## src/rtl/rv_pkg.sv

```systemverilog
// Shared RV32 definitions for the fetch/decode front end: word width,
// reset vector, base opcode field encodings and the canonical NOP.
package rv_pkg;

    localparam int XLEN = 32;

    localparam logic [XLEN-1:0] RESET_PC = 32'h0000_0000;

    localparam logic [XLEN-1:0] NOP = 32'h0000_0013;

    localparam logic [6:0] OP_R      = 7'b0110011;
    localparam logic [6:0] OP_LOAD   = 7'b0000011;
    localparam logic [6:0] OP_STORE  = 7'b0100011;
    localparam logic [6:0] OP_IMM    = 7'b0010011;
    localparam logic [6:0] OP_BRANCH = 7'b1100011;
    localparam logic [6:0] OP_JAL    = 7'b1101111;
    localparam logic [6:0] OP_JALR   = 7'b1100111;
    localparam logic [6:0] OP_AUIPC  = 7'b0010111;
    localparam logic [6:0] OP_LUI    = 7'b0110111;

endpackage

```

## src/rtl/fetch_fifo.sv

```systemverilog
// Prefetch FIFO holding {pc, inst} pairs. Head entry is read straight
// from storage registers, so the consumer sees no combinational path
// from the write side. Flush empties the FIFO in one cycle.
module fetch_fifo #(
    parameter int WIDTH = 64,
    parameter int DEPTH = 2
) (
    input  logic                       clk,
    input  logic                       rst_n,
    input  logic                       flush,
    input  logic                       push,
    input  logic [WIDTH-1:0]           push_data,
    input  logic                       pop,
    output logic [WIDTH-1:0]           head_data,
    output logic [$clog2(DEPTH):0]     count,
    output logic                       full,
    output logic                       empty
);

    localparam int PW = $clog2(DEPTH);
    localparam int CW = PW + 1;

    logic [WIDTH-1:0] mem [DEPTH];
    logic [PW-1:0]    wr_ptr;
    logic [PW-1:0]    rd_ptr;
    logic [CW-1:0]    cnt;
    logic             do_push;
    logic             do_pop;

    // Status flags and qualified push/pop; a push into a full FIFO is only
    // taken when the same-cycle pop frees the slot.
    always_comb begin
        full    = (cnt == CW'(DEPTH));
        empty   = (cnt == '0);
        do_pop  = pop && !empty;
        do_push = push && (!full || do_pop);
    end

    // Storage, pointers and occupancy; pointers wrap naturally at DEPTH.
    always_ff @(posedge clk or negedge rst_n) begin
        if (!rst_n) begin
            for (int i = 0; i < DEPTH; i++) begin
                mem[i] <= '0;
            end
            wr_ptr <= '0;
            rd_ptr <= '0;
            cnt    <= '0;
        end else if (flush) begin
            wr_ptr <= '0;
            rd_ptr <= '0;
            cnt    <= '0;
        end else begin
            if (do_push) begin
                mem[wr_ptr] <= push_data;
                wr_ptr      <= wr_ptr + PW'(1);
            end
            if (do_pop) begin
                rd_ptr <= rd_ptr + PW'(1);
            end
            cnt <= cnt + CW'(do_push) - CW'(do_pop);
        end
    end

    assign head_data = mem[rd_ptr];
    assign count     = cnt;

endmodule

```

## src/rtl/inst_fetch_unit.sv

```systemverilog
// Instruction fetch stage: owns the PC, issues in-order word fetches,
// buffers returned words in a prefetch FIFO and hands one instruction per
// cycle to decode. A redirect flushes the FIFO, arms a drop counter for
// stale in-flight responses and restarts fetch at the target.
//
// Handshakes: a transfer happens on a cycle where valid && ready are both
// high at the rising clock edge. imem_req_valid may fall without a transfer
// (credit change or redirect) but imem_req_addr is stable while it is high.
// imem_rsp has no ready; responses return in order, one per valid cycle.
// inst_valid/inst_ready pops the FIFO head.
module inst_fetch_unit
    import rv_pkg::*;
#(
    parameter int                      XLEN       = rv_pkg::XLEN,
    parameter logic [rv_pkg::XLEN-1:0] RESET_PC   = rv_pkg::RESET_PC,
    parameter int                      FIFO_DEPTH = 2
) (
    input  logic            clk,
    input  logic            rst_n,
    output logic            imem_req_valid,
    input  logic            imem_req_ready,
    output logic [XLEN-1:0] imem_req_addr,
    input  logic            imem_rsp_valid,
    input  logic [XLEN-1:0] imem_rsp_data,
    input  logic            redirect_valid,
    input  logic [XLEN-1:0] redirect_pc,
    output logic            inst_valid,
    input  logic            inst_ready,
    output logic [XLEN-1:0] inst,
    output logic [XLEN-1:0] inst_pc,
    output logic [6:0]      inst_opcode
);

    localparam int OW = $clog2(FIFO_DEPTH) + 1;

    localparam logic [0:0] ST_BOOT  = 1'b0;
    localparam logic [0:0] ST_FETCH = 1'b1;

    localparam logic [OW:0] DEPTH_L = (OW+1)'(FIFO_DEPTH);

    logic [0:0]         state;
    logic [0:0]         state_next;
    logic [XLEN-1:0]    fetch_pc;
    logic [XLEN-1:0]    rsp_pc;
    logic [OW-1:0]      outstanding;
    logic [OW-1:0]      outstanding_next;
    logic [OW-1:0]      drop_cnt;
    logic [OW:0]        in_use;
    logic               req_accept;
    logic               rsp_keep;
    logic               rsp_drop;
    logic               fifo_pop;
    logic               fifo_full;
    logic               fifo_empty;
    logic [OW-1:0]      fifo_count;
    logic [2*XLEN-1:0]  fifo_head;
    logic [XLEN-1:0]    reset_base;
    logic [XLEN-1:0]    redirect_base;

    assign reset_base    = {RESET_PC[XLEN-1:2], 2'b00};
    assign redirect_base = {redirect_pc[XLEN-1:2], 2'b00};

    // Credit check, handshake qualification and response classification.
    // Slots in use = buffered words + live (non-dropped) in-flight requests.
    always_comb begin
        in_use           = {1'b0, fifo_count} + {1'b0, outstanding} - {1'b0, drop_cnt};
        imem_req_valid   = (state == ST_FETCH) && (in_use < DEPTH_L) && !redirect_valid;
        imem_req_addr    = {fetch_pc[XLEN-1:2], 2'b00};
        req_accept       = imem_req_valid && imem_req_ready;
        rsp_drop         = imem_rsp_valid && (drop_cnt != '0);
        rsp_keep         = imem_rsp_valid && (drop_cnt == '0) && !redirect_valid;
        fifo_pop         = inst_valid && inst_ready && !redirect_valid;
        outstanding_next = outstanding + OW'(req_accept) - OW'(imem_rsp_valid);
    end

    // Boot FSM: one idle cycle after reset release, then fetch forever.
    always_comb begin
        state_next = state;
        case (state)
            ST_BOOT:  state_next = ST_FETCH;
            ST_FETCH: state_next = ST_FETCH;
            default:  state_next = ST_BOOT;
        endcase
    end

    // FSM state register.
    always_ff @(posedge clk or negedge rst_n) begin
        if (!rst_n) begin
            state <= ST_BOOT;
        end else begin
            state <= state_next;
        end
    end

    // Outstanding/drop counters; a redirect turns everything still in
    // flight (after this cycle's response/accept) into words to discard.
    always_ff @(posedge clk or negedge rst_n) begin
        if (!rst_n) begin
            outstanding <= '0;
            drop_cnt    <= '0;
        end else begin
            outstanding <= outstanding_next;
            if (redirect_valid) begin
                drop_cnt <= outstanding_next;
            end else if (rsp_drop) begin
                drop_cnt <= drop_cnt - OW'(1);
            end
        end
    end

    // Fetch PC advances per accepted request; response PC per kept word.
    always_ff @(posedge clk or negedge rst_n) begin
        if (!rst_n) begin
            fetch_pc <= RESET_PC;
            rsp_pc   <= reset_base;
        end else if (redirect_valid) begin
            fetch_pc <= redirect_base;
            rsp_pc   <= redirect_base;
        end else begin
            if (req_accept) begin
                fetch_pc <= fetch_pc + XLEN'(4);
            end
            if (rsp_keep) begin
                rsp_pc <= rsp_pc + XLEN'(4);
            end
        end
    end

    fetch_fifo #(
        .WIDTH (2 * XLEN),
        .DEPTH (FIFO_DEPTH)
    ) u_fifo (
        .clk       (clk),
        .rst_n     (rst_n),
        .flush     (redirect_valid),
        .push      (rsp_keep),
        .push_data ({rsp_pc, imem_rsp_data}),
        .pop       (fifo_pop),
        .head_data (fifo_head),
        .count     (fifo_count),
        .full      (fifo_full),
        .empty     (fifo_empty)
    );

    assign inst_valid  = !fifo_empty;
    assign inst_pc     = fifo_head[2*XLEN-1:XLEN];
    assign inst        = fifo_head[XLEN-1:0];
    assign inst_opcode = fifo_head[6:0];

    // The credit rule must keep a kept word from landing in a full FIFO.
    a_no_overflow: assert property (@(posedge clk) disable iff (!rst_n)
        !(rsp_keep && fifo_full && !fifo_pop));

    // Memory never answers more requests than were issued.
    a_no_stray_rsp: assert property (@(posedge clk) disable iff (!rst_n)
        !(imem_rsp_valid && (outstanding == '0)));

endmodule

```

## config.mk

```make
export PLATFORM = sky130hd
export DESIGN_NAME = inst_fetch_unit
export DESIGN_NICKNAME = d
export VERILOG_FILES = /design/src/rtl/rv_pkg.sv /design/src/rtl/fetch_fifo.sv /design/src/rtl/inst_fetch_unit.sv
export SDC_FILE = /design/constraint.sdc
export NUM_CORES = 1
export LEC_CHECK = 0
export CAP_MARGIN = 0
export CORE_AREA = 8 8 145 147
export DETAILED_ROUTE_END_ITERATION = 12
export DIE_AREA = 0 0 153 155
export PLACE_DENSITY_LB_ADDON = 0.15
export SKIP_CTS_REPAIR_TIMING = 1
export SLEW_MARGIN = 20
export SYNTH_ARGS = -nofsm -noshare
export SYNTH_HDL_FRONTEND = slang
export SYNTH_SLANG_ARGS = --single-unit
export TNS_END_PERCENT = 100
```

## constraint.sdc

```tcl
create_clock -name clk -period 4.09 [get_ports clk]
set_clock_uncertainty 0.15 [all_clocks]
set_input_delay 0.818 -clock clk [delete_from_list [all_inputs] [get_ports clk]]
set_output_delay 0.818 -clock clk [all_outputs]
set_load 0.1 [all_outputs]
```

# Word-level counts from Yosys, hierarchy flattened
# Index checks and enable logic that the tools add are counted.
# op_classes
muxes,17
n_reduce_logical,24
addsub,11
n_eq_ne,1
bitwise,3
n_lt_le_gt_ge,4
# op_table
cell,n
$mux 64,4
$bwmux 128,1
$mux 32,4
$add 32x3->32 const B,2
$demux 64 s1,1
$reduce_bool 2->1,6
$logic_and 1x1->1,11
$mux 2,3
$add 2x1->2,2
$ge 2x2->1 const B,2
$logic_not 2->1,2
$mux 1,4
$not 1->2,2
$sub 2x1->2,2
$add 2x2->3,1
$logic_not 1->1,3
$lt 3x2->1 const B,1
$sub 3x2->3,1
$add 1x1->1 const B,2
$eq 2x2->1 const B,1
$lt 2x1->1 const B,1
$reduce_and 2->1,1
$sub 2x1->2 const B,1
$logic_or 1x1->1,1
$not 1->1,1
# word_totals
regBits,201
elab_cells,70
in_bits,70
out_inout_bits,105

# Longest topological paths before layout
# depth
word_depth,10
depth_mapped,15
depth_no_buf,14

# By module
# From an unflattened synthesis, not the netlist that was laid out.
# unflattened
hier_cells,786
area_unflattened_um2,9894.5
# modules_own_cells
module,cells_each,area_each_um2,instances,seq_area_each_um2
fetch_fifo,365,5979.5,1,3303.2
inst_fetch_unit,421,3915.0,1,1626.6

# Least setup slack after synthesis
# No wires, ideal clock.
# synth_timing
path_type,flip-flop to output port
startpoint,register outstanding[1]
endpoint,output imem_req_valid
path_stages_with_launch,6
n_path_buf,0
slack_ps,-1378
t_required_ps,3122
t_arrival_ps,4500
cell_sequence,dfrtp_1 fa_1 inv_1 fa_1 xor2_1 nor4bb_1
# synth_via
elab_chain_cells,5
# synth_rtl
element,line,rtl
"start, declared",inst_fetch_unit.sv:45,logic [OW-1:0] outstanding;
"start signal, assigned",inst_fetch_unit.sv:102,outstanding <= outstanding_next;
$add 2x2->3,inst_fetch_unit.sv:66,"in_use = {1'b0, fifo_count} + {1'b0, outstanding} - {1'b0, drop_cnt};"
$sub 3x2->3,inst_fetch_unit.sv:66,
$lt 3x2->1,inst_fetch_unit.sv:67,imem_req_valid = (state == ST_FETCH) && (in_use < DEPTH_L) && !redirect_valid;
$logic_and 1x1->1 (2 in series),inst_fetch_unit.sv:67,
"end, declared",inst_fetch_unit.sv:20,"output logic imem_req_valid,"
# No other way between the ends.

# Worst setup path in the final report
# Ends and elaborated chain as after synthesis.

==> out/results.txt <==
Sequential share of the synthesized area: 52.3%
Placer congestion estimate: 0.879
Post-DP HPWL: 15600 um
Crit-path max FO: 3
Design Area, Final: 0.0116 mm2
Post-synth top flop: dfrtp_1
Number of global-route vias before repair: 6934
1st-pass router iterations: 5
Die Wd: 153 um
H-tree Lvls: 4
IO buf count: 168
Core box area: 0.0190 mm2
Mean post-synth cell area: 12.3 um2
I/O Pins: 175
Final Net Count: 989
Highest clock rate: 274 MHz
Clk pin slew, worst setup/hold paths: 0.08 ns
Clock latency on the worst-skew pair: 0.43 ns
Final Setup Violations: 0
Diodes inserted: 0
Row Count: 51
DR DRC count: 0
Global route overflow: 0
Flop2flop setup slack: 0.72 ns
CTS Buffer Depth: 2
Setup CP Type: reg -> out
Placed insts: 1128
Synth-to-Final Area Change: 25.1%
Total die area: 0.0237 mm2
Layout Utilization: 61.0%
Die Y: 155 um
Largest net degree at the start of global routing: 94
R2r worst-path depth: 9
Crit. End Element: output port
Min cycle time layout: 3.66 ns
GRT Overall Usage: 19.0%
Status: finished clean
EDFF count, synth: 0
DR vias: 6522
Synthesized area: 0.00924 mm2
CTS Buf Count: 17
FF-to-FF End: fetch_pc[5]$_DFFE_PN0P_
CTS tree: built
Fin. Hold Viols: 0
Drt wl/cell: 19.1 um
Startpoint types: flop
Worst-margin pin slew: 0.997 ns
Post-Syn Instances: 754
Distinct cell type count after synthesis: 45
Starting Density: 48.8%
Antenna violations before repair: 0
Share of cells above drive strength 1: 34.8%
Final Instance Count excl. Fillers: 1160
DRT antenna net count: 0
Slew headroom: 33.3%
Most frequent cells in the layout: 192 x mux2_2, 192 x dfrtp_1, 96 x clkdlybuf4s50_1
Clk sinks: 193
Vias/cell: 5.62
Ranking of synthesized cells by area: dfrtp_1 52%, mux2_2 23%, xnor2_1 2.5%
Min-Delay Path Class: in -> async
Synth warn: 0
Fin Setup TNS: 0 ns
Max-cap violations: 0
Root Driver: clkbuf_16
First-pass GRT wire length: 36300 um
Asr flop ratio synth: 100%
Unrepaired setup endpoints after global routing: false
Post-synth top area share: 52.3%
Period utilisation layout: 89.4%
Filler instances: 1488
Dominant cell type by area after synthesis: dfrtp_1
Worst flop-to-flop path startpoint: outstanding[1]$_DFF_PN0_
Crit path DAT: 2.69 ns
Slew Viols, Final: 0
Drt total wl: 22100 um
Drt initial violations: 330
WP data required: 3.12 ns
DP Area: 0.0110 mm2
Seq cells post-synth: 193
## area by class of cell
type | count | area (um2) | area share, %
flip-flops and latches | 193 | 4830 | 41.8
clock buffers | 17 | 425 | 3.68
multi-input cells | 504 | 4170 | 36.0
repair buffers | 178 | 1640 | 14.2
clock inverters | 15 | 144 | 1.24
well taps | 238 | 298 | 2.57
inverters | 15 | 56.3 | 0.487
## state kept, by name (all words and copies together), names as in the netlist, 2 cells and up
signal and count:
outstanding 2, u_fifo.mem 124, drop_cnt 2, u_fifo.count 2
fetch_pc 30, rsp_pc 30
## layer usage
layer	routed length [um]	track usage (%)	vias to the layer above
met4	177	4.67	0
li1	-	-	3003
met5	0	0	-
met2	10100	29.8	246
met3	1560	6.05	18
met1	10300	25.2	3255
## Yosys cell counts (2+ instances only)
| master | n |
|---|---|
| o211ai_1 | 10 |
| o21ai_0 | 37 |
| inv_1 | 14 |
| buf_1 | 8 |
| a31o_2 | 2 |
| dfrtp_1 | 193 |
| or3_1 | 2 |
| and2_1 | 6 |
| and4_1 | 5 |
| xor2_1 | 16 |
| a21boi_0 | 4 |
| a22oi_1 | 2 |
| fa_1 | 2 |
| buf_2 | 12 |
| or4_1 | 2 |
| or3_4 | 2 |
| and3_1 | 6 |
| nand3_1 | 34 |
| xnor2_1 | 26 |
| nor3_1 | 10 |
| nor4_1 | 6 |
| a21oi_1 | 7 |
| clkbuf_1 | 14 |
| nand4_1 | 7 |
| nand2_1 | 52 |
| nor2_1 | 21 |
| ha_1 | 8 |
| nor4_2 | 3 |
| mux2_2 | 192 |
| buf_4 | 11 |
| nand2b_1 | 7 |
| nand4b_1 | 3 |
| nor2b_1 | 2 |
| a31oi_1 | 5 |
| o311ai_0 | 12 |
| conb_1 | 2 |
## cell families after synthesis
kind of cell               share of synthesized area [%]
other                                             0.0813
adders and majority gates                           1.52
DFF                                                 52.3
AOI/OAI and AO/OA                                   5.44
buffers and inverters                               3.05
muxes                                               23.5
and+or+nand+nor                                     10.2
xor gates and xnor gates                            3.98
## stage by stage
stage / worst slack [ns] / hold WS (ns)
final: 0.434 / 0.325
after global routing: 0.326 / 0.354
after CTS: 0.416 / 0.340
after detailed placement: 0.744 / 0.341
after global placement: 0.838 / 0.333
after floorplan: 0.404 / 0.325
## critical path, stage by stage, from the launching register on
cell      delay [ns]
dfrtp_1         0.43
fa_1            0.55
inv_1           0.06
fa_1            0.42
xor2_1          0.22
nor4bb_4        0.36
buf_12          0.22
## how the worst max path moves through the flow
stage | startpoint | endpoint | slack [ns] | cells after the start
after floorplan | outstanding[1]$_DFF_PN0_ | imem_req_valid | 0.40 | 5
after global placement | outstanding[1]$_DFF_PN0_ | fetch_pc[20]$_DFFE_PN0P_ | 0.84 | 9
after detailed placement | outstanding[1]$_DFF_PN0_ | fetch_pc[5]$_DFFE_PN0P_ | 0.74 | 9
after CTS | outstanding[1]$_DFF_PN0_ | imem_req_valid | 0.42 | 6
after global routing | outstanding[1]$_DFF_PN0_ | imem_req_valid | 0.33 | 6
final | outstanding[1]$_DFF_PN0_ | imem_req_valid | 0.43 | 6
Power is left out: the tool's default activity adds up to more than one toggle a clock period on the data nets, which glitch-free logic cannot reach.
